$ cat src/rtl/nibble_serial_adder.sv
// nibble_serial_adder: wide add streamed through an external 4-bit adder.
// Sequences operand nibbles LSB first and chains carry between slices.
//
// Ports:
//   clk, rst_n         clock, async active-low reset
//   start              request, sampled in IDLE or DONE
//   op_a, op_b, cin    operands and carry-in, latched on accepted start
//   busy, done         busy while streaming; done pulses for one cycle
//   result             W-bit sum, updated on completion only
//   carry_out          carry out of bit W-1
//   overflow           signed overflow of the wide add
//   add_a/add_b/add_cin  nibble operands driven to the 4-bit adder
//   add_sum/add_cout   4-bit adder response (cout[3] = out, cout[2] = into b3)
module nibble_serial_adder #(
    parameter int NIBBLES = 4,
    localparam int W = 4 * NIBBLES
) (
    input  logic         clk,
    input  logic         rst_n,
    input  logic         start,
    input  logic [W-1:0] op_a,
    input  logic [W-1:0] op_b,
    input  logic         cin,
    output logic         busy,
    output logic         done,
    output logic [W-1:0] result,
    output logic         carry_out,
    output logic         overflow,
    output logic [3:0]   add_a,
    output logic [3:0]   add_b,
    output logic         add_cin,
    input  logic [3:0]   add_sum,
    input  logic [3:0]   add_cout
);

    localparam int IW = (NIBBLES > 1) ? $clog2(NIBBLES) : 1;
    localparam logic [IW-1:0] LAST = IW'(NIBBLES - 1);

    typedef enum logic [1:0] {
        IDLE,
        RUN,
        DONE
    } state_t;

    state_t        state;
    logic [IW-1:0] idx;
    logic [W-1:0]  a_q;
    logic [W-1:0]  b_q;
    logic [W-1:0]  shadow;
    logic [W-1:0]  sh_next;
    logic          carry_q;

    // Only the nibble carry-out and the carry into bit 3 matter here.
    logic          unused_cout;
    assign unused_cout = ^add_cout[1:0];

    // Shadow with the current adder nibble merged in, so the final
    // slice is visible in the same edge that publishes the result.
    always_comb begin
        sh_next = shadow;
        sh_next[{idx, 2'b00} +: 4] = add_sum;
    end

    // The adder is combinational: present the current slice directly.
    always_comb begin
        add_a   = '0;
        add_b   = '0;
        add_cin = 1'b0;
        if (state == RUN) begin
            add_a   = a_q[{idx, 2'b00} +: 4];
            add_b   = b_q[{idx, 2'b00} +: 4];
            add_cin = carry_q;
        end
    end

    always_ff @(posedge clk or negedge rst_n) begin
        if (!rst_n) begin
            state     <= IDLE;
            idx       <= '0;
            a_q       <= '0;
            b_q       <= '0;
            shadow    <= '0;
            carry_q   <= 1'b0;
            busy      <= 1'b0;
            done      <= 1'b0;
            result    <= '0;
            carry_out <= 1'b0;
            overflow  <= 1'b0;
        end else begin
            unique case (state)
                IDLE, DONE: begin
                    done <= 1'b0;
                    if (start) begin
                        a_q     <= op_a;
                        b_q     <= op_b;
                        carry_q <= cin;
                        idx     <= '0;
                        busy    <= 1'b1;
                        state   <= RUN;
                    end else begin
                        state <= IDLE;
                    end
                end
                RUN: begin
                    shadow  <= sh_next;
                    carry_q <= add_cout[3];
                    if (idx == LAST) begin
                        result    <= sh_next;
                        carry_out <= add_cout[3];
                        overflow  <= add_cout[2] ^ add_cout[3];
                        busy      <= 1'b0;
                        done      <= 1'b1;
                        state     <= DONE;
                    end else begin
                        idx <= idx + 1'b1;
                    end
                end
                default: begin
                    busy  <= 1'b0;
                    done  <= 1'b0;
                    state <= IDLE;
                end
            endcase
        end
    end

endmodule

$ cat config.mk
export PLATFORM = sky130hd
export DESIGN_NAME = nibble_serial_adder
export DESIGN_NICKNAME = d
export VERILOG_FILES = /design/src/rtl/nibble_serial_adder.sv
export SDC_FILE = /design/constraint.sdc
export NUM_CORES = 1
export LEC_CHECK = 0
export ABC_AREA = 1
export CAP_MARGIN = 20
export CORE_UTILIZATION = 50
export CTS_CLUSTER_SIZE = 8
export DETAILED_ROUTE_END_ITERATION = 8
export GPL_ROUTABILITY_DRIVEN = 0
export GPL_TIMING_DRIVEN = 0
export HOLD_SLACK_MARGIN = 0.02
export PLACE_DENSITY = 0.78
export SLEW_MARGIN = 20
export SYNTH_ARGS = -nofsm -noshare
export SYNTH_HDL_FRONTEND = slang
export SYNTH_SLANG_ARGS = --single-unit
$ cat constraint.sdc
create_clock -name clk -period 5.2 [get_ports clk]
set_clock_uncertainty 0.1 [all_clocks]
set_input_delay 0.78 -clock clk [delete_from_list [all_inputs] [get_ports clk]]
set_output_delay 0.78 -clock clk [all_outputs]
set_load 0.01 [all_outputs]
==> flow_metrics.tcl <==
set metrics [dict create \
    path_cells "buf_4, inv_1, buf_4, o21ai_0, a21oi_1, clkdlybuf4s50_1" \
    power_frac_clock 0.173 \
    grt_start_max_net_pins 42 \
    period_needed_ns 3.10 \
    setup_viol 0 \
    grt_pass1_wl_mm 13.8 \
    place_area_um2 4290 \
    clk_pin_slew_ns 0.07 \
    crit_path_end_kind "output port" \
    portBuffers 69 \
    vias 3162 \
    clock-sinks 72 \
    critical_path.max_stage_delay_ns 0.58 \
    antenna_found_initial 0 \
    p_int_mw 1.57 \
    setup_ws_ns 2.10 \
    cts_root_buf "clkbuf_8" \
    die_w_um 85.5 \
    rows 30 \
    drc_errors 1 \
    drt_pass1_iterations 8 \
    floorplan.initialDensity 0.516 \
    diodes 0 \
    overflow 0 \
    leakage_nw 2.39 \
    syn-cell-area_um2 3480 \
    track_usage 0.246 \
    path_delay_family "buffers and inverters" \
    finalPower_mw 2.66 \
    combPwrFrac 0.475 \
    grtUsageMet1 0.309 \
    cts_max_level 3 \
    met2_usage 0.419 \
    area_growth_syn_to_layout_pct 29.1 \
    synthCells 456 \
    rsz0062_at_grt "no" \
    slew-limit-headroom 0.707 \
    synth_top_family_by_area "simple AND/OR/NAND/NOR gates" \
    status "finished with violations" \
    reg2reg_slack_ns 3.12 \
    critPathBufInv 4 \
    totalWireLength_mm 8.12 \
    violations "design-rule violations" \
    syn_area_per_cell_um2 7.64 \
    clock_latency_ns 0.35 \
    grt.busiest_layer "met2" \
    synthDistinctLibCells 23 \
    crit_fanout 12 \
    grt_pass1_vias 3074 \
    synth_adder_area_share 0.0216 \
    hold_buffers 0 \
    fmaxAchievable_ghz 0.322 \
    fin_nets 587 \
    fin_util 0.666 \
    cts_made_buffers 9 \
    drv_slew 0 \
    critPathArrivalTime_ns 2.22 \
    drive_gt1_frac 0.0849 \
    critPathSlowestCell "clkdlybuf4s50_1" \
    clk_path_buf_depth 2 \
    drv_cap 0 \
    synth_compound_area_frac 0.0445 \
    path_common_cell "buf_4" \
    p_sw_mw 1.09 \
    place_ws_ns 2.52 \
    syn_nets 506 \
    p_seq_frac 0.352 \
    drt_iter0_markers 171 \
    startpoint_type "flip-flop" \
    final_cells 622 \
    synth-seq-cells 72 \
    fin_setup_tns_ns 0 \
    crit_required_ns 4.32 \
    die_area_um2 7300 \
    synth-xor-area-share 0.00251 \
    core-area_um2 6760 \
    fp.dieH_um 85.5 \
    wire_per_inst_um 13.1 \
    ant_nets 0 \
    yosysWarnings 0 \
    powerDensity_nw_per_um2 591 \
    crit_type "flip-flop to output port" \
    tritoncts "done" \
    yosysSeqAreaShare 0.517 \
    worstMarginPinSlew_ns 0.439 \
    hold_violations 0 \
    io_pins 73 \
    cts_resized 0 \
    post_cts_buffers 0 \
    hold_class "primary input to async pin" \
    grtUsageMet3 0.0331 \
    via_per_inst 5.08 \
    min_period_over_period 0.597 \
    muxShareOfSynthArea 0 \
    synthSimpleGateAreaFrac 0.351 \
    hpwl_mm 5.85 \
    worst_ir_drop_vdd_mv 0.380 \
    holdWs_ns 0.264 \
    placed_cells 606 \
    final_area_um2 4500 \
    p_sw_frac 0.409 \
]
[worst reg2reg max path, cell delays in order (launching register included)]
cell,delay (ns)
dfrtp_1,0.41
buf_4,0.19
inv_1,0.12
buf_4,0.20
ha_1,0.28
inv_1,0.16
nand2_1,0.08
nor2_1,0.20
nand2_1,0.10
nand2_1,0.09
nand2_1,0.05
nand2_1,0.05
[flip-flops by register name (all words and copies together) (netlist names), 2 cells and up]
register	cells
a_q	16
b_q	16
idx	2
result	16
shadow	16
[power groups by stage]
stage	sequential [mW]	clock (mW)	combinational, mW
detailed placement	0.945	0	1.25
global placement	0.936	0	1.22
finish	0.936	0.460	1.26
floorplan	0.939	0	0.769
CTS	0.935	0.467	1.27
global route	0.959	0.493	1.42
[path summary, 6_finish.rpt]
kind,start,endpoint,depth (start not counted)
min in group clk,b_q[14],b_q[14],2
worst max register to register,idx[0],shadow[6],11
max in group asynchronous,rst_n,a_q[15],2
worst min-delay path,rst_n,result[0],1
worst max-delay path,idx[0],add_b[3],6
worst min register to register,b_q[14],b_q[14],2
[cell type report]
| cell class | count | area (µm²) |
|---|---|---|
| plain buffers | 19 | 120 |
| clock buffers | 11 | 151 |
| clock inverters | 5 | 55.1 |
| fillers | 570 | 2260 |
| inverters | 26 | 100 |
| multi-input cells | 339 | 1460 |
| flip-flops and latches | 72 | 1800 |
| well taps | 80 | 100 |
| repair buffers | 70 | 708 |
[cell families (layout without fill, tap and decap cells)]
logic type	after synthesis	after routing
AND/OR/NAND/NOR	302	302
flip-flops	72	72
buffers and inverters	45	131
AO/OA/AOI/OAI	30	30
adder cells (fa/ha/maj)	6	6
XOR/XNOR	1	1
[cell usage after synthesis]
cell / number / area share
nand2_4: 2 / 0.0065
nor2_8: 1 / 0.0057
nor2_1: 50 / 0.054
inv_2: 3 / 0.0032
o22ai_1: 1 / 0.0018
dfrtp_1: 72 / 0.52
buf_6: 2 / 0.0065
xnor2_1: 1 / 0.0025
nor2_4: 1 / 0.0032
buf_4: 6 / 0.013
buf_2: 9 / 0.013
inv_4: 1 / 0.0018
clkbuf_1: 2 / 0.0022
o21ai_2: 1 / 0.0025
ha_1: 6 / 0.022
a21oi_1: 17 / 0.024
o21ai_1: 1 / 0.0014
nand3_1: 28 / 0.040
nand2_1: 214 / 0.23
o21ai_0: 10 / 0.014
nand2_2: 2 / 0.0036
nand4_1: 4 / 0.0072
inv_1: 22 / 0.024
[placed cells by master, fill, tap and decap left out]
cell type / count
a21oi_1: 17
buf_12: 1
buf_2: 9
buf_4: 7
buf_6: 2
bufinv_16: 1
clkbuf_1: 2
clkbuf_8: 11
clkdlybuf4s50_1: 68
clkinv_2: 2
clkinvlp_4: 2
dfrtp_1: 72
ha_1: 6
inv_1: 22
inv_2: 3
inv_4: 1
nand2_1: 214
nand2_2: 2
nand2_4: 2
nand3_1: 28
nand4_1: 4
nor2_1: 50
nor2_4: 1
nor2_8: 1
o21ai_0: 10
o21ai_1: 1
o21ai_2: 1
o22ai_1: 1
xnor2_1: 1
[metal layers]
metal  vias up  wire length [µm]
met1      1465              3540
met4         0               209
met5         -                 0
li1       1571                 -
met2       108              4020
met3        18               353
(Power assumes the default switching activity.)
